===== config.mk =====
export PLATFORM = sky130hd
export DESIGN_NAME = pe_link_endpoint
export DESIGN_NICKNAME = d
export VERILOG_FILES = /design/src/rtl/pe_link_endpoint.sv
export SDC_FILE = /design/constraint.sdc
export NUM_CORES = 1
export LEC_CHECK = 0
export CORE_ASPECT_RATIO = 1.1
export CORE_MARGIN = 2
export CORE_UTILIZATION = 39
export CTS_CLUSTER_SIZE = 16
export DETAILED_ROUTE_END_ITERATION = 7
export PLACE_DENSITY = 0.77
export SYNTH_ARGS = -nofsm -noshare
export SYNTH_HDL_FRONTEND = slang
export SYNTH_SLANG_ARGS = --single-unit

===== constraint.sdc =====
create_clock -name clk -period 1.66 [get_ports clk]
set_clock_uncertainty 0.2 [all_clocks]
set_input_delay 0.498 -clock clk [delete_from_list [all_inputs] [get_ports clk]]
set_output_delay 0.498 -clock clk [all_outputs]
set_load 0.02 [all_outputs]

===== src/rtl/pe_link_endpoint.sv =====
// Processing-element side endpoint for the router proc port: builds and sends routing
// flits over a 4-phase req/ack link, and receives/buffers one flit per handshake.
module pe_link_endpoint #(
    parameter int n     = 36,
    parameter bit srcx  = 1'b0,
    parameter bit srcy  = 1'b0,
    parameter int cnt_w = 16
) (
    input  logic             clk,
    input  logic             rst,
    input  logic             tx_valid,
    output logic             tx_ready,
    input  logic             tx_dest_x,
    input  logic             tx_dest_y,
    input  logic [n-5:0]     tx_payload,
    output logic             tx_req_o,
    input  logic             tx_ack_i,
    output logic [n-1:0]     tx_data_o,
    input  logic             rx_req_i,
    output logic             rx_ack_o,
    input  logic [n-1:0]     rx_data_i,
    output logic             rx_valid,
    input  logic             rx_ready,
    output logic [n-1:0]     rx_data,
    output logic             rx_misroute,
    output logic [cnt_w-1:0] tx_count,
    output logic [cnt_w-1:0] rx_count
);

    typedef enum logic [1:0] {T_IDLE, T_SETUP, T_REQ, T_REL} tx_state_t;
    typedef enum logic       {R_IDLE, R_ACK} rx_state_t;

    localparam logic [cnt_w-1:0] CNT_ONE = {{(cnt_w-1){1'b0}}, 1'b1};

    tx_state_t        tx_state_q;
    rx_state_t        rx_state_q;
    logic             ack_s1_q, ack_s_q, req_s1_q, req_s_q;
    logic             tx_ready_q, tx_req_q, rx_ack_q, rx_valid_q, rx_misroute_q;
    logic [n-1:0]     tx_data_q, rx_data_q;
    logic [cnt_w-1:0] tx_count_q, rx_count_q;
    logic [n-1:0]     tx_flit_d;

    // Direction bits compare against our own coordinate so the router can pick a port
    // without doing the comparison itself.
    assign tx_flit_d = {tx_dest_x, tx_dest_y, tx_dest_x & ~srcx, tx_dest_y & ~srcy, tx_payload};

    always_ff @(posedge clk or negedge rst) begin
        if (!rst) begin
            ack_s1_q <= 1'b0;
            ack_s_q  <= 1'b0;
            req_s1_q <= 1'b0;
            req_s_q  <= 1'b0;
        end else begin
            ack_s1_q <= tx_ack_i;
            ack_s_q  <= ack_s1_q;
            req_s1_q <= rx_req_i;
            req_s_q  <= req_s1_q;
        end
    end

    always_ff @(posedge clk or negedge rst) begin
        if (!rst) begin
            tx_state_q <= T_IDLE;
            tx_ready_q <= 1'b1;
            tx_req_q   <= 1'b0;
            tx_data_q  <= '0;
            tx_count_q <= '0;
        end else begin
            case (tx_state_q)
                T_IDLE: begin
                    if (tx_valid) begin
                        tx_data_q  <= tx_flit_d;
                        tx_ready_q <= 1'b0;
                        tx_state_q <= T_SETUP;
                    end
                end
                T_SETUP: begin
                    tx_req_q   <= 1'b1;
                    tx_state_q <= T_REQ;
                end
                T_REQ: begin
                    if (ack_s_q) begin
                        tx_req_q   <= 1'b0;
                        tx_state_q <= T_REL;
                    end
                end
                T_REL: begin
                    if (!ack_s_q) begin
                        tx_count_q <= tx_count_q + CNT_ONE;
                        tx_ready_q <= 1'b1;
                        tx_state_q <= T_IDLE;
                    end
                end
                default: begin
                    tx_req_q   <= 1'b0;
                    tx_ready_q <= 1'b1;
                    tx_state_q <= T_IDLE;
                end
            endcase
        end
    end

    // Capture only from an empty buffer; a consume and a capture never share a cycle,
    // and the router holds req until we ack, which is our backpressure.
    always_ff @(posedge clk or negedge rst) begin
        if (!rst) begin
            rx_state_q    <= R_IDLE;
            rx_ack_q      <= 1'b0;
            rx_valid_q    <= 1'b0;
            rx_data_q     <= '0;
            rx_misroute_q <= 1'b0;
            rx_count_q    <= '0;
        end else begin
            if (rx_valid_q && rx_ready)
                rx_valid_q <= 1'b0;
            case (rx_state_q)
                R_IDLE: begin
                    if (req_s_q && !rx_valid_q) begin
                        rx_data_q  <= rx_data_i;
                        rx_valid_q <= 1'b1;
                        rx_ack_q   <= 1'b1;
                        rx_state_q <= R_ACK;
                        if (rx_data_i[n-1] != srcx || rx_data_i[n-2] != srcy)
                            rx_misroute_q <= 1'b1;
                    end
                end
                R_ACK: begin
                    if (!req_s_q) begin
                        rx_ack_q   <= 1'b0;
                        rx_count_q <= rx_count_q + CNT_ONE;
                        rx_state_q <= R_IDLE;
                    end
                end
                default: begin
                    rx_ack_q   <= 1'b0;
                    rx_state_q <= R_IDLE;
                end
            endcase
        end
    end

    assign tx_ready    = tx_ready_q;
    assign tx_req_o    = tx_req_q;
    assign tx_data_o   = tx_data_q;
    assign tx_count    = tx_count_q;
    assign rx_ack_o    = rx_ack_q;
    assign rx_valid    = rx_valid_q;
    assign rx_data     = rx_data_q;
    assign rx_misroute = rx_misroute_q;
    assign rx_count    = rx_count_q;

endmodule


==> metrics, run 1 <==
row count 41; placed cells 686; Initial Util 39.6%; Core Area 11400 um^2; first-pass GRT wire length 17.7 mm; max-slew violations 0; total power 13.2 mW; depth of the CTS H-tree 4; Vias/cell 4.61; initial antenna violation count 0; clk root buf clkbuf_16; GPL Wtd Cong 0.805; CP bufs+invs 1; Final Setup Violations 5; Peak supply drop 0.00114 V; area share of the leading cell type in the synthesized netlist 62.7%; Clk Latency, worst-skew pair 0.40 ns; DP Worst Slack -0.389 ns; cell taking the most area after synthesis dfrtp_1; worst reg2reg path depth 6; Die Ht 117 um; Final Cell Area 7880 um^2; largest net degree at the start of global routing 33; synthesized area per cell 14.6 um^2; most common cell after layout, fill and taps aside dfrtp_1; status finished with violations; layout cell share with drive strength beyond 1 49.7%; synthesized area 4510 um^2; Synth Instances 309; top cells by area, synth dfrtp_1, mux2_2, mux2_1; Final Cycle Share 105%; hold slack 0.146 ns; Antenna Violating Nets Remaining 0; Worst Setup End Kind primary output; clock tree buffer depth 2; worst hold path type flop to flop; DIE WIDTH 107 um; net count of the mapped netlist 392; CP Launch Type flop; CP Cell Sequence buf_6; hold path depth 0; clock sink total 114; crit path kind flop to primary output; CP Depth 1; CP top delay family flip-flops; CP peak stage delay 0.53 ns; die footprint 12400 um^2; DRC 0; vias in the first global route 3727; Arrival @ worst endpoint 1.04 ns; post-route setup TNS -0.123 ns; cts bufs inserted 17; CP max stage cell dfstp_2; Port Buf Inserts 184; register bit total from synthesis 114; violated checks negative setup slack; via count of the routed design 3442; RSZ-0062 raised after global routing true; Area growth syn-to-layout 74.8%; final WL 11.7 mm; average wire per standard cell 15.7 um; n_diodes 0; DRT Pass-1 Iters 4; Power Density 1680 nW/um^2; Final Util 69.2%; crit path max fanout 2; Max Freq 575 MHz; Slew @ Worst Pin 0.340 ns; Critical Path RT 0.96 ns; Clock Pin Slew Worst Setup and Hold Paths 0.05 ns; Yosys cell types 35; most frequent cells in the layout dfrtp_1, buf_4, clkdlybuf4s50_1; global-route usage over all layers 18.6%; final worst slack -0.0797 ns; DP Area 6950 um^2; Layout Nets 668; initial drt markers 67; global route overflow 0; detailed placement HPWL 7.98 mm; min Tclk post-route 1.74 ns; MaxCap Viol Count 0; Cell Count, Final, Fillers Out 746; CTS tree done; LEAKAGE 3.70 nW; synthesis warning total 0; Hold Vio Cnt, Final 0; I/O Pins 185; slew margin rel. 77.3%; sequential element share of the synthesized area 63.3%
[power breakdown]
part           internal [mW]  switching, mW
logic                   2.90           2.43
registers               3.69          0.638
clock network           2.41           1.16
total                   9.00           4.23
[what timing repair did]
item | 4_1_cts | 5_1_grt
setup endpoints to repair | 147 | 162
resized for setup | 497 | 129
cloned | 2 | 2
setup buffers | 12 | 14
hold endpoints to repair | 12 | 0
pin swaps | 3 | 6
hold buffers | 1 | 0
[cell families after synthesis]
family | after synthesis | share of synthesized area [%]
buf+inv | 17 | 2.11
mux | 73 | 18.2
fa+ha+maj | 7 | 1.94
flops | 114 | 63.3
xor+xnor | 30 | 5.83
compound gates | 10 | 1.36
simple gates | 58 | 7.27
[cells in the mapped netlist (all sizes together)]
cell,number
dfrtp,113
mux2,72
xnor2,23
nand2,16
nor2,10
buf,9
inv,8
nand4,8
ha,7
xor2,7
and3,6
nand3,6
o21ai,3
a21oi,2
a22oi,2
nand2b,2
nand3b,2
nor3,2
nor4,2
a21boi,1
and4,1
dfstp,1
mux2i,1
nand4b,1
nor2b,1
o21bai,1
o22ai,1
or2,1
[metal layers]
layer,global-route usage (%),wire length (um),up-vias
li1,-,-,1620
met1,21.1,4530,1693
met2,32.8,6310,116
met3,5.87,737,13
met4,7.71,149,0
met5,0,0,-
[area by class of cell]
type | instances | area (um^2)
multi-input cells | 178 | 1680
flip-flops and latches | 114 | 2860
clock inverters | 6 | 105
fillers | 810 | 3510
clock buffers | 24 | 472
repair buffers | 266 | 2540
well taps | 150 | 188
inverters | 8 | 35.0
[worst reg2reg max path: cells and delay by family, from the launching register on]
family / cells / cell delay [ns]
buf+inv: 3 / 0.37
fa+ha+maj: 1 / 0.15
flops: 1 / 0.45
mux: 1 / 0.30
compound gates: 1 / 0.08
[state kept, by name, indices dropped and copies added (netlist names), 2 cells and up]
signal and cells:
rx_count 16, rx_data 36, tx_count 16, tx_data_o 34, tx_state_q 2
[path summary, 6_finish.rpt]
kind                               start            end  slack [ns]
min reg2reg                     req_s1_q        req_s_q        0.15
max reg2reg                tx_state_q[1]  tx_state_q[1]       -0.02
min in group asynchronous            rst  tx_data_o[34]        0.34
min                             req_s1_q        req_s_q        0.15
max in group asynchronous            rst    rx_data[14]        0.40
max                             tx_ready       tx_ready       -0.08
No activity file was read; power rests on OpenSTA's default activity.
==> run 2: changes to the inputs <==
--- a/config.mk
+++ b/config.mk
@@ -11,6 +11,7 @@
 export CTS_CLUSTER_SIZE = 16
 export DETAILED_ROUTE_END_ITERATION = 7
 export PLACE_DENSITY = 0.77
+export SLEW_MARGIN = 5
 export SYNTH_ARGS = -nofsm -noshare
 export SYNTH_HDL_FRONTEND = slang
 export SYNTH_SLANG_ARGS = --single-unit
==> results of run 2 <==
Same layout as run 1: the final DEF is identical, and so are final timing and power.
==> run 3: changes to the inputs <==
--- a/config.mk
+++ b/config.mk
@@ -11,6 +11,7 @@
 export CTS_CLUSTER_SIZE = 16
 export DETAILED_ROUTE_END_ITERATION = 7
 export PLACE_DENSITY = 0.77
+export RECOVER_POWER = 50
 export SLEW_MARGIN = 5
 export SYNTH_ARGS = -nofsm -noshare
 export SYNTH_HDL_FRONTEND = slang
==> run 3 against run 2 <==
  * The run still ends with negative setup slack left
  * First-iteration DRC count fell by 10%
  * Highest routed layer unchanged
  * Critical endpoint unchanged
  * Clock power is essentially flat
  * Combinational power barely moved
  * Largest cell class unchanged
  * Sequential cell count is the same
  * Worst setup slack better by 0.00051 ns
==> metrics, run 3 (synthesis gave the netlist of run 1 again) <==
status finished with violations (unchanged); violated checks negative setup slack (unchanged); via count of the routed design 3442 (unchanged); largest net degree at the start of global routing 33 (unchanged); Slew @ Worst Pin 0.525 ns (was 0.340 ns); R2R Path Start tx_state_q[1] (unchanged); Final Setup Violations 5 (unchanged); Arrival @ worst endpoint 1.04 ns (about the same); slew margin rel. 65.0% (was 77.3%); global-route usage over all layers 18.6% (unchanged); GPL Wtd Cong 0.805 (unchanged); Hold Vio Cnt, Final 0 (unchanged); final worst slack -0.0792 ns (was -0.0797 ns); Clk Latency, worst-skew pair 0.40 ns (about the same); cts bufs inserted 17 (unchanged); total power 13.2 mW (about the same); most frequent cells in the layout dfrtp_1, buf_4, buf_6 (was dfrtp_1, buf_4, clkdlybuf4s50_1); most common cell after layout, fill and taps aside dfrtp_1 (unchanged); FF/Latch Area 2860 um^2 (unchanged); Final Cell Area 7830 um^2 (was 7880 um^2); Clock Pin Slew Worst Setup and Hold Paths 0.05 ns (about the same); Core Area 11400 um^2 (unchanged); CP top delay family flip-flops (unchanged); Antenna Violating Nets Remaining 0 (unchanged); Initial Util 39.6% (unchanged); Port Buf Inserts 184 (unchanged); Worst Setup End Kind primary output (unchanged); depth of the CTS H-tree 4 (unchanged); CP Cell Sequence buf_6 (unchanged); Die Ht 117 um (unchanged); post-route setup TNS -0.123 ns (about the same); detailed placement HPWL 7.98 mm (unchanged); RSZ-0062 raised after global routing true (unchanged); fillers 818 (was 810); Max Freq 575 MHz (about the same); layout cell share with drive strength beyond 1 49.2% (was 49.7%); I/O Pins 185 (unchanged); worst hold path type flop to flop (unchanged); crit path kind flop to primary output (unchanged); max reg flops 36 (unchanged); CP bufs+invs 1 (unchanged); clock tree buffer depth 2 (unchanged); die footprint 12400 um^2 (unchanged); Vias/cell 4.61 (about the same); Layout Nets 668 (unchanged); setup slack, reg-to-reg -0.02 ns (about the same); LEAKAGE 3.68 nW (was 3.70 nW); DP Area 6950 um^2 (unchanged); global route overflow 0 (unchanged); Peak supply drop 0.00114 V (about the same); MaxCap Viol Count 0 (unchanged); DIE WIDTH 107 um (unchanged); row count 41 (unchanged); Power Density 1690 nW/um^2 (was 1680 nW/um^2); placed cells 686 (unchanged); DP Worst Slack -0.389 ns (unchanged); Critical Path RT 0.96 ns (about the same); clk root buf clkbuf_16 (unchanged); CTS tree done (unchanged); Final Util 68.7% (was 69.2%); Area growth syn-to-layout 73.6% (was 74.8%); vias in the first global route 3727 (unchanged); Cell Count, Final, Fillers Out 747 (was 746); CP peak stage delay 0.53 ns (about the same); first-pass GRT wire length 17.7 mm (unchanged); clock sink total 114 (unchanged); CP max stage cell dfstp_2 (unchanged); max-slew violations 0 (unchanged); hold slack 0.146 ns (about the same); DRT Pass-1 Iters 4 (unchanged); hold path startpoint req_s1_q (unchanged); DRC 0 (unchanged); CP Launch Type flop (unchanged); Setup crit start tx_ready (unchanged); initial antenna violation count 1 (was 0); crit path max fanout 2 (unchanged); final WL 11.7 mm (about the same); min Tclk post-route 1.74 ns (about the same); Final Cycle Share 105% (about the same); average wire per standard cell 15.7 um (about the same); area of the multi-input gates 1680 um^2 (about the same); initial drt markers 60 (was 67)
-- run 3: cell type report --
| class | instances | share of cell area, % |
|---|---|---|
| clock buffer | 24 | 6.03 |
| multi-input combinational | 178 | 21.5 |
| timing repair buffer | 266 | 31.7 |
| inverter | 8 | 0.447 |
| tap | 150 | 2.40 |
| clock inverter | 6 | 1.34 |
| sequential | 114 | 36.5 |
| antenna | 1 | 0.0320 |
-- run 3: where the power goes --
group | switching, mW | internal, mW | leakage [nW]
clock network | 1.16 | 2.41 | 0.284
registers | 0.635 | 3.69 | 1.39
logic | 2.42 | 2.89 | 2.01
-- run 3: worst paths after layout --
check,cells after the start,endpoint
setup / recovery,1,tx_ready
hold / removal,0,req_s_q
setup reg to reg,6,tx_state_q[1]
min in group asynchronous,2,tx_data_o[34]
hold reg to reg,0,req_s_q
max in group asynchronous,3,rx_count[1]
-- run 3: timing repair --
| item | 4_1_cts | 5_1_grt |
|---|---|---|
| hold buffers | 1 | 0 |
| gates cloned | 2 | 2 |
| endpoints found under the hold margin | 12 | 0 |
| setup endpoints to repair | 147 | 162 |
| gates resized for setup | 497 | 129 |
| buffers inserted | 12 | 14 |
| pin swaps | 3 | 6 |
-- run 3: routing by layer --
layer,GRT usage (%),share of wire (%),vias to the layer above
met5,0,0,-
met4,7.71,1.3,0
met3,5.87,6.3,13
met2,32.8,54,116
met1,21.1,39,1692
li1,-,-,1621
